## src/rtl/paddle_pkg.sv

```systemverilog
// Shared types and constants for the paddle sequencing controller.
package paddle_pkg;

    localparam int NUM_ROWS = 128;

    typedef logic [6:0] row_t;

    typedef enum logic [1:0] {
        INIT,
        PLAY,
        DEAD
    } state_t;

    typedef enum logic [1:0] {
        NONE,
        UP,
        DN
    } dir_t;

endpackage

```

## src/rtl/paddle_ctrl_move_rate_limiter.sv

```systemverilog
// Turns a level direction request into move strobes: a fresh request or a
// direction change strobes at once, a held request strobes every MOVE_DIV cycles.
module move_rate_limiter
    import paddle_pkg::*;
#(
    parameter int MOVE_DIV = 4
) (
    input  logic       clk,
    input  logic       reset,
    input  logic [1:0] req,
    output logic       strobe
);

    localparam int CNT_W = (MOVE_DIV > 1) ? $clog2(MOVE_DIV) : 1;
    localparam logic [CNT_W-1:0] RELOAD = CNT_W'(MOVE_DIV - 1);

    dir_t             req_dir;
    dir_t             last_reg;
    logic [CNT_W-1:0] cnt_reg;

    assign req_dir = dir_t'(req);
    assign strobe  = (req_dir != NONE) && ((req_dir != last_reg) || (cnt_reg == '0));

    always_ff @(posedge clk) begin
        if (!reset) begin
            last_reg <= NONE;
            cnt_reg  <= '0;
        end else if (req_dir == NONE) begin
            last_reg <= NONE;
            cnt_reg  <= '0;
        end else begin
            last_reg <= req_dir;
            if (strobe) begin
                cnt_reg <= RELOAD;
            end else begin
                cnt_reg <= cnt_reg - CNT_W'(1);
            end
        end
    end

endmodule

```

## src/rtl/paddle_ctrl.sv

```systemverilog
// Paddle sequencer: rate-limited, boundary-checked shift pulses plus hit/miss judging.
// Optional PADDLE_AI_EN adds an ai_mode input that tracks ball_y instead of the buttons.
module paddle_ctrl
    import paddle_pkg::*;
#(
    parameter int PADDLE_W = 16,
    parameter int MOVE_DIV = 4,
    parameter int POS_INIT = 56
) (
    input  logic       clk,
    input  logic       reset,
    input  logic       moveUp,
    input  logic       moveDown,
    input  logic       restart,
    input  logic       inPaddleRange,
    input  logic [6:0] ball_y,
`ifdef PADDLE_AI_EN
    input  logic       ai_mode,
`endif
    output logic       reg_reset,
    output logic       reg_kill,
    output logic       reg_left,
    output logic       reg_right,
    output logic [6:0] pos,
    output logic       isHit,
    output logic       isMiss
);

    state_t     state_reg;
    row_t       pos_reg;
    logic       in_range_prev_reg;
    logic       reg_reset_reg;
    logic       reg_kill_reg;
    logic       reg_left_reg;
    logic       reg_right_reg;
    logic       is_hit_reg;
    logic       is_miss_reg;

    dir_t       req_dir;
    logic       move_strobe;
    logic [7:0] pos_ext;
    logic [7:0] ball_ext;
    logic [7:0] top_row;
    logic       up_legal;
    logic       dn_legal;
    logic       judge;
    logic       ball_hit;

    // 8-bit arithmetic keeps pos + PADDLE_W from wrapping.
    assign pos_ext  = {1'b0, pos_reg};
    assign ball_ext = {1'b0, ball_y};
    assign top_row  = pos_ext + 8'(PADDLE_W) - 8'd1;
    assign up_legal = (pos_ext + 8'(PADDLE_W)) <= 8'(NUM_ROWS - 1);
    assign dn_legal = (pos_reg != '0);
    assign judge    = (state_reg == PLAY) && inPaddleRange && !in_range_prev_reg;
    assign ball_hit = (ball_ext >= pos_ext) && (ball_ext <= top_row);

`ifdef PADDLE_AI_EN
    logic [7:0] mid_row;
    assign mid_row = pos_ext + 8'(PADDLE_W / 2);
`endif

    // Requests outside PLAY read as NONE so the limiter counter stays cleared.
    always_comb begin
        req_dir = NONE;
        if (state_reg == PLAY) begin
`ifdef PADDLE_AI_EN
            if (ai_mode) begin
                if (ball_ext > mid_row) begin
                    req_dir = UP;
                end else if (ball_ext < mid_row) begin
                    req_dir = DN;
                end
            end else
`endif
            if (moveUp && !moveDown) begin
                req_dir = UP;
            end else if (moveDown && !moveUp) begin
                req_dir = DN;
            end
        end
    end

    move_rate_limiter #(
        .MOVE_DIV (MOVE_DIV)
    ) u_limiter (
        .clk    (clk),
        .reset  (reset),
        .req    (req_dir),
        .strobe (move_strobe)
    );

    always_ff @(posedge clk) begin
        if (!reset) begin
            state_reg         <= INIT;
            pos_reg           <= row_t'(POS_INIT);
            in_range_prev_reg <= 1'b0;
            reg_reset_reg     <= 1'b0;
            reg_kill_reg      <= 1'b0;
            reg_left_reg      <= 1'b0;
            reg_right_reg     <= 1'b0;
            is_hit_reg        <= 1'b0;
            is_miss_reg       <= 1'b0;
        end else begin
            in_range_prev_reg <= inPaddleRange;
            reg_reset_reg     <= 1'b0;
            reg_kill_reg      <= 1'b0;
            reg_left_reg      <= 1'b0;
            reg_right_reg     <= 1'b0;
            is_hit_reg        <= 1'b0;
            is_miss_reg       <= 1'b0;
            case (state_reg)
                INIT: begin
                    reg_reset_reg <= 1'b1;
                    pos_reg       <= row_t'(POS_INIT);
                    state_reg     <= PLAY;
                end
                PLAY: begin
                    if (judge && !ball_hit) begin
                        is_miss_reg  <= 1'b1;
                        reg_kill_reg <= 1'b1;
                        state_reg    <= DEAD;
                    end else begin
                        is_hit_reg <= judge;
                        // Illegal moves are dropped here; the limiter still reloads.
                        if (move_strobe && (req_dir == UP) && up_legal) begin
                            reg_left_reg <= 1'b1;
                            pos_reg      <= pos_reg + 7'd1;
                        end else if (move_strobe && (req_dir == DN) && dn_legal) begin
                            reg_right_reg <= 1'b1;
                            pos_reg       <= pos_reg - 7'd1;
                        end
                    end
                end
                DEAD: begin
                    if (restart) begin
                        state_reg <= INIT;
                    end
                end
                default: state_reg <= INIT;
            endcase
        end
    end

    assign reg_reset = reg_reset_reg;
    assign reg_kill  = reg_kill_reg;
    assign reg_left  = reg_left_reg;
    assign reg_right = reg_right_reg;
    assign pos       = pos_reg;
    assign isHit     = is_hit_reg;
    assign isMiss    = is_miss_reg;

endmodule

```

## config.mk

```make
export PLATFORM = sky130hd
export DESIGN_NAME = paddle_ctrl
export DESIGN_NICKNAME = d
export VERILOG_FILES = /design/src/rtl/paddle_pkg.sv /design/src/rtl/paddle_ctrl_move_rate_limiter.sv /design/src/rtl/paddle_ctrl.sv
export SDC_FILE = /design/constraint.sdc
export NUM_CORES = 1
export LEC_CHECK = 0
export CORE_MARGIN = 3
export CORE_UTILIZATION = 50
export CTS_CLUSTER_DIAMETER = 50
export DETAILED_ROUTE_END_ITERATION = 7
export PLACE_DENSITY_LB_ADDON = 0.2
export SYNTH_ARGS = -nofsm -noshare
export SYNTH_HDL_FRONTEND = slang
export SYNTH_HIERARCHICAL = 1
export SYNTH_SLANG_ARGS = --single-unit
```

## constraint.sdc

```tcl
create_clock -name clk -period 5.1 [get_ports clk]
set_input_delay 0.51 -clock clk [delete_from_list [all_inputs] [get_ports clk]]
set_output_delay 0.51 -clock clk [all_outputs]
set_load 0.02 [all_outputs]
```

# After elaboration in Yosys (flattened, before gate mapping)
# Cells that the tools add are included.
dict set report totals {
  ff_bits 19
  inputBits 13
  out_inout_bits 13
  wordCells 72
}
dict set report classes {
  n_addsub 5
  magnitude_cmp 3
  n_eq_ne 9
  mux 15
  n_bitwise 2
  reduce_logical 28
}
# cell n
set op_table {}
lappend op_table {{$mux 7} 3}
lappend op_table {{$pmux 7 s2} 1}
lappend op_table {{$mux 2} 6}
lappend op_table {{$logic_and 1x1->1} 11}
lappend op_table {{$add 7x5->8 const B} 1}
lappend op_table {{$le 7x8->1} 1}
lappend op_table {{$le 8x7->1 const B} 1}
lappend op_table {{$sub 8x1->8 const B} 1}
lappend op_table {{$add 7x1->7 const B} 1}
lappend op_table {{$ge 7x7->1} 1}
lappend op_table {{$reduce_bool 7->1} 1}
lappend op_table {{$sub 7x1->7 const B} 1}
lappend op_table {{$logic_not 2->1} 3}
lappend op_table {{$pmux 2 s3} 1}
lappend op_table {{$eq 2x1->1 const B} 2}
lappend op_table {{$eq 2x2->1 const B} 2}
lappend op_table {{$logic_not 1->1} 4}
lappend op_table {{$mux 1} 4}
lappend op_table {{$ne 2x2->1 const B} 2}
lappend op_table {{$reduce_and 2->1} 2}
lappend op_table {{$reduce_bool 2->1} 2}
lappend op_table {{$reduce_or 4->1} 1}
lappend op_table {{$ne 3x1->1 const B} 1}
lappend op_table {{$reduce_and 3->1} 1}
lappend op_table {{other kinds (7)} 8}

# Depth between registers and ports, before layout
dict set report logic_depth {
  depth_word 14
  mapped_depth 15
  depth_no_buf 14
}

# Hierarchy
# The synthesis kept the hierarchy.
# module instances cells_each area_each_um2 seq_area_each_um2
set by_module_without_submodules {}
lappend by_module_without_submodules {paddle_ctrl 1 161 1343.8 300.3}
lappend by_module_without_submodules {move_rate_limiter 1 19 175.2 80.1}

# Worst setup path before layout
# No wires, ideal clock.
dict set report synth_timing {
  path_type {input to register}
  from {in moveDown}
  to {reg pos_reg[6] (netlist: pos[6])}
  setup_ps 128
  arrival_time_ps 3194
  required_ps 4972
  slack_ps 1779
  path_stages 14
  path_buffers 1
  cell_sequence {nand2b_1 > nor2_1 > xnor2_1 > a31oi_1 > inv_1 > or4_1 > clkbuf_1 > ha_1 > nor2b_1 > o31ai_1 > a21oi_1 > xnor2_1 > a211oi_1 > o32ai_1}
}
dict set report synth_between {
  elab_chain_cells 12
  word_cells_on_any_way 21
  cone_classes {eq/ne: 4; mux: 6; reduce/logical: 11}
}
# item line
set synth_lines {}
lappend synth_lines {{start, declared} paddle_ctrl.sv:13} ;# input logic moveDown,
lappend synth_lines {{$logic_not 1->1 *} paddle_ctrl.sv:76} ;# if (moveUp && !moveDown) begin
lappend synth_lines {{$logic_and 1x1->1 *} paddle_ctrl.sv:76}
lappend synth_lines {{$mux 2 *} paddle_ctrl.sv:76}
lappend synth_lines {{$mux 2 *} paddle_ctrl.sv:66} ;# if (state_reg == PLAY) begin
lappend synth_lines {{via req_dir[0]} paddle_ctrl.sv:39} ;# dir_t req_dir;
lappend synth_lines {{$ne 2x2->1} paddle_ctrl_move_rate_limiter.sv:22} ;# assign strobe = (req_dir != NONE) && ((req_dir != last_reg) || (cnt_reg == '0));
lappend synth_lines {{$logic_or 1x1->1} paddle_ctrl_move_rate_limiter.sv:22}
lappend synth_lines {{$logic_and 1x1->1 *} paddle_ctrl_move_rate_limiter.sv:22}
lappend synth_lines {{via move_strobe} paddle_ctrl.sv:40} ;# logic move_strobe;
lappend synth_lines {{$logic_and 1x1->1 (2 in series)} paddle_ctrl.sv:126} ;# if (move_strobe && (req_dir == UP) && up_legal) begin
lappend synth_lines {{$mux 7} paddle_ctrl.sv:126}
lappend synth_lines {{$mux 7} paddle_ctrl.sv:119} ;# if (judge && !ball_hit) begin
lappend synth_lines {{$pmux 7 s2} paddle_ctrl.sv:112} ;# case (state_reg)
lappend synth_lines {{end signal, assigned} paddle_ctrl.sv:115} ;# pos_reg <= row_t'(POS_INIT);
lappend synth_lines {{end signal, assigned} paddle_ctrl.sv:128} ;# pos_reg <= pos_reg + 7'd1;
lappend synth_lines {{end signal, assigned} paddle_ctrl.sv:131} ;# pos_reg <= pos_reg - 7'd1;
lappend synth_lines {{end, declared} paddle_ctrl.sv:30} ;# row_t pos_reg;
# Mark *: on every way through the listed nets, which the timed path passes. The rest lies on a longest branch. The select of a mux whose other input is x is not followed.
# A chain may end at the register's enable or synchronous reset.

# Final worst setup path
dict set report layout_timing {
  from {reg state_reg[0]}
  to {reg pos_reg[6] (netlist: pos[6])}
}
dict set report layout_between {
  elab_chain_cells 10
  word_cells_on_any_way 23
  cone_classes {eq/ne: 6; mux: 4; reduce/logical: 13}
}
# item line
set layout_lines {}
lappend layout_lines {{start, declared} paddle_ctrl.sv:29} ;# state_t state_reg;
lappend layout_lines {{start signal, assigned} paddle_ctrl.sv:95} ;# state_reg <= INIT;
lappend layout_lines {{start signal, assigned} paddle_ctrl.sv:116} ;# state_reg <= PLAY;
lappend layout_lines {{start signal, assigned} paddle_ctrl.sv:122} ;# state_reg <= DEAD;
lappend layout_lines {{$eq 2x1->1 *} paddle_ctrl.sv:66}
lappend layout_lines {{$mux 2 *} paddle_ctrl.sv:66}
lappend layout_lines {{via req_dir[1]} paddle_ctrl.sv:39}
lappend layout_lines {{$ne 2x2->1} paddle_ctrl_move_rate_limiter.sv:22}
lappend layout_lines {{$logic_or 1x1->1} paddle_ctrl_move_rate_limiter.sv:22}
lappend layout_lines {{$logic_and 1x1->1 *} paddle_ctrl_move_rate_limiter.sv:22}
lappend layout_lines {{via move_strobe} paddle_ctrl.sv:40}
lappend layout_lines {{$logic_and 1x1->1 (2 in series)} paddle_ctrl.sv:126}
lappend layout_lines {{$mux 7} paddle_ctrl.sv:126}
lappend layout_lines {{$mux 7} paddle_ctrl.sv:119}
lappend layout_lines {{$pmux 7 s2} paddle_ctrl.sv:112}
# Marked as above.

==> run metrics <==
Worst Hold Class reg2reg; CTS resizes 0; Critical Path Most Common Cell xnor2_1; final max-slew violation count 0; status complete, no violations; Crit path required time about 5.3 ns; post-synth top area cell dfxtp_1; Post-DP HPWL about 2900 µm; post-synth top area share 0.250; I/O pins 26; Worst Tran Pin Value roughly 0.62 ns; routability cong. between 0.8 and 0.9; Synth Area per Inst 8.44 µm²; later-pin clock latency in the skew report about 0.30 ns; Setup Viol. Count Final 0; slowest cell on the critical path or4_1; Final WS setup between 1 and 1.5 ns; Initial DRC Count 70; H-tree Lvls 1; fraction of final layout cells sized beyond drive strength 1 0.0386; port bufs 25; row count 19; switching power approximately 340 µW; Maximum Capacitance Violations 0; Crit. End Element register; GRT Util Overall 0.197; crit path buf inv count 1; main area contributors after synthesis dfxtp_1 (25%), ha_1 (21%), xnor2_1 (5.8%), inv_1 (4.0%), nor2_1 (3.5%); Largest register FFs 7; Num CTS Buffers 3; LEAKAGE about 0.00076 µW; flop and latch count out of synthesis 19; largest net degree at the start of global routing 12; Comb pwr share 0.613; PD cells 407 nW/µm²; Core Util, Final 0.645; Post-Syn Area between 1500 and 2000 µm²; vias in the first global route around 1,300; Worst-path clk slew roughly 0.12 ns; Routed Antenna Nets 0; Setup Crit Path Kind reg2reg; Worst VDD drop around 0.22 mV; CP max FO 8; Max Root-Sink Buffers 2; Vias about 1,400; RSZ-0062 raised after global routing no; Final Non-Filler Cells ~240; final WL ~3500 µm; DRC violations left 0; Gate Count Post-Synth 180; CTS tree yes; Starting Density 0.537; crit share post-route 0.746; sequential share of power 0.283; clock network power share 0.104; crit-path leading delay family simple AND/OR/NAND/NOR gates; post-layout min period between 3 and 4 ns; antenna violations before repair 0; Post-Syn Nets ~220; setup tns final 0 ns; placed cell count approximately 230; root buffer cell clkbuf_4; grt ovf 0; WL/cell 14.9 µm; die area roughly 3700 µm²; # clock sinks 19; Fmax between 200 and 300 MHz; Cell variety after synth 39; CP startpoint kind register; internal power a little over 400 µW; setup slack, reg-to-reg about 1.3 ns; Worst Clk Skew ~0.008 ns; wire length of the first global-routing pass 5640 µm; crit path DAT ~4 ns; Rel. slew slack 0.582; CTS Hold Bufs 0; CP Cell Sequence nand2b_1, nor2_1, xnor2_1, a31oi_1, inv_1, or4_1, ha_1, nor2b_1, o31ai_1, a21oi_1, xnor2_1, a211oi_1, o32ai_1; Switching Share 0.456; fin nets between 200 and 250; DP Worst Slack ~1.0 ns; CP max stage delay between 0.7 and 0.8 ns; Antenna Diode Count 0; 1st-pass router iterations 4; vias per cell slightly below 6; Hold WS roughly 0.55 ns; Ys Warns 6; Die Span Y 61.1 µm; synthesis-to-layout area growth 20.1%; core area 2830 µm²; Horiz. Die Dim slightly above 60 µm; Post-CTS Setup Repair Bufs 0; part of the Yosys area used for sequential elements 0.250; Fin. Hold Viols 0
-- area by class of cell --
class	count	area, µm²
timing repair buffer	25	250
sequential	19	380
clock buffer	3	22.5
multi-input combinational	143	1070
tap	31	38.8
clock inverter	1	5.00
inverter	16	60.1
fill	263	1000
-- logic make-up after synthesis --
family	Yosys count	share of synthesized area
AOI/OAI and AO/OA	43	0.183
xor gates and xnor gates	11	0.0634
adders and majority gates	26	0.219
buffers and inverters	18	0.0470
DFF	19	0.250
muxes	1	0.00659
and+or+nand+nor	62	0.231
-- per-layer routing --
metal  GRT usage  share of wire
met1       0.267           0.47
met2       0.320           0.45
met3      0.0440          0.067
met4      0.0402         0.0059
met5           0              0
-- worst register-to-register path: stages (launching register included) --
cell and delay, ns:
dfxtp_1 0.49, nand2b_1 0.24, nor2_1 0.29, xnor2_1 0.16, a31oi_1 0.23, inv_1 0.08, or4_1 0.71, ha_1 0.39
nor2b_1 0.18, o31ai_1 0.29, a21oi_1 0.13, xnor2_1 0.16, a211oi_1 0.25, o32ai_1 0.10
-- path summary, 6_finish.rpt --
kind,cells past startpoint,to,from
min reg2reg,1,reg_reset,state_reg[0]
max,13,pos[6],state_reg[0]
max reg2reg,13,pos[6],state_reg[0]
min,1,reg_reset,state_reg[0]
-- cells in the mapped netlist --
library cell	instances
and4_1	1
nand2b_1	6
and3_1	1
nor4b_1	2
buf_4	1
o2111ai_1	1
ha_1	25
a21oi_1	10
a2111oi_0	1
or4_4	1
o211a_2	1
nor2_1	14
dfxtp_1	19
a41oi_1	3
xnor2_1	10
mux2i_1	1
nand4_1	1
o32ai_1	1
inv_1	16
o21ai_0	10
nor4_4	1
nor2b_1	7
fa_1	1
nand3_1	3
a211oi_1	2
o211ai_1	3
nand4bb_1	1
o31ai_1	2
or4_1	2
xor2_1	1
o21a_1	3
and2_2	1
nand2_1	11
clkbuf_1	1
nor4_1	2
a31oi_1	4
a21o_1	2
nor3_1	6
and2_1	2
-- metrics by stage --
step | total power [µW] | cell area (µm²)
after floorplan | 533 | 1520
after global placement | 646 | 1800
after detailed placement | 664 | 1800
after CTS | 742 | 1820
after global routing | 809 | 1820
final | 743 | 1820
-- cells in the final DEF (no fill, tap or decap), types with 2 or more instances in the layout --
master and n:
a211oi_1 2, o21ai_0 10, or4_1 2, xnor2_1 10
a21o_1 2, a21oi_1 10, inv_1 16, o31ai_1 2
nor2_1 14, a41oi_1 3, o21a_1 3, nor2b_1 7
and2_1 2, clkbuf_4 3, a31oi_1 4, nand3_1 3
o211ai_1 3, dfxtp_1 19, nor4_1 2, clkdlybuf4s50_1 25
ha_1 25, nand2_1 11, nor3_1 6, nand2b_1 6
nor4b_1 2
-- power by group through the flow --
stage	combinational, µW	clock [µW]	sequential [µW]
2_1_floorplan	311	0	222
3_3_place_gp	433	0	213
3_5_place_dp	450	0	214
4_1_cts	454	78.5	210
5_1_grt	507	87.4	214
6_report	456	77.1	210
Power figures use the tool's default switching activity.
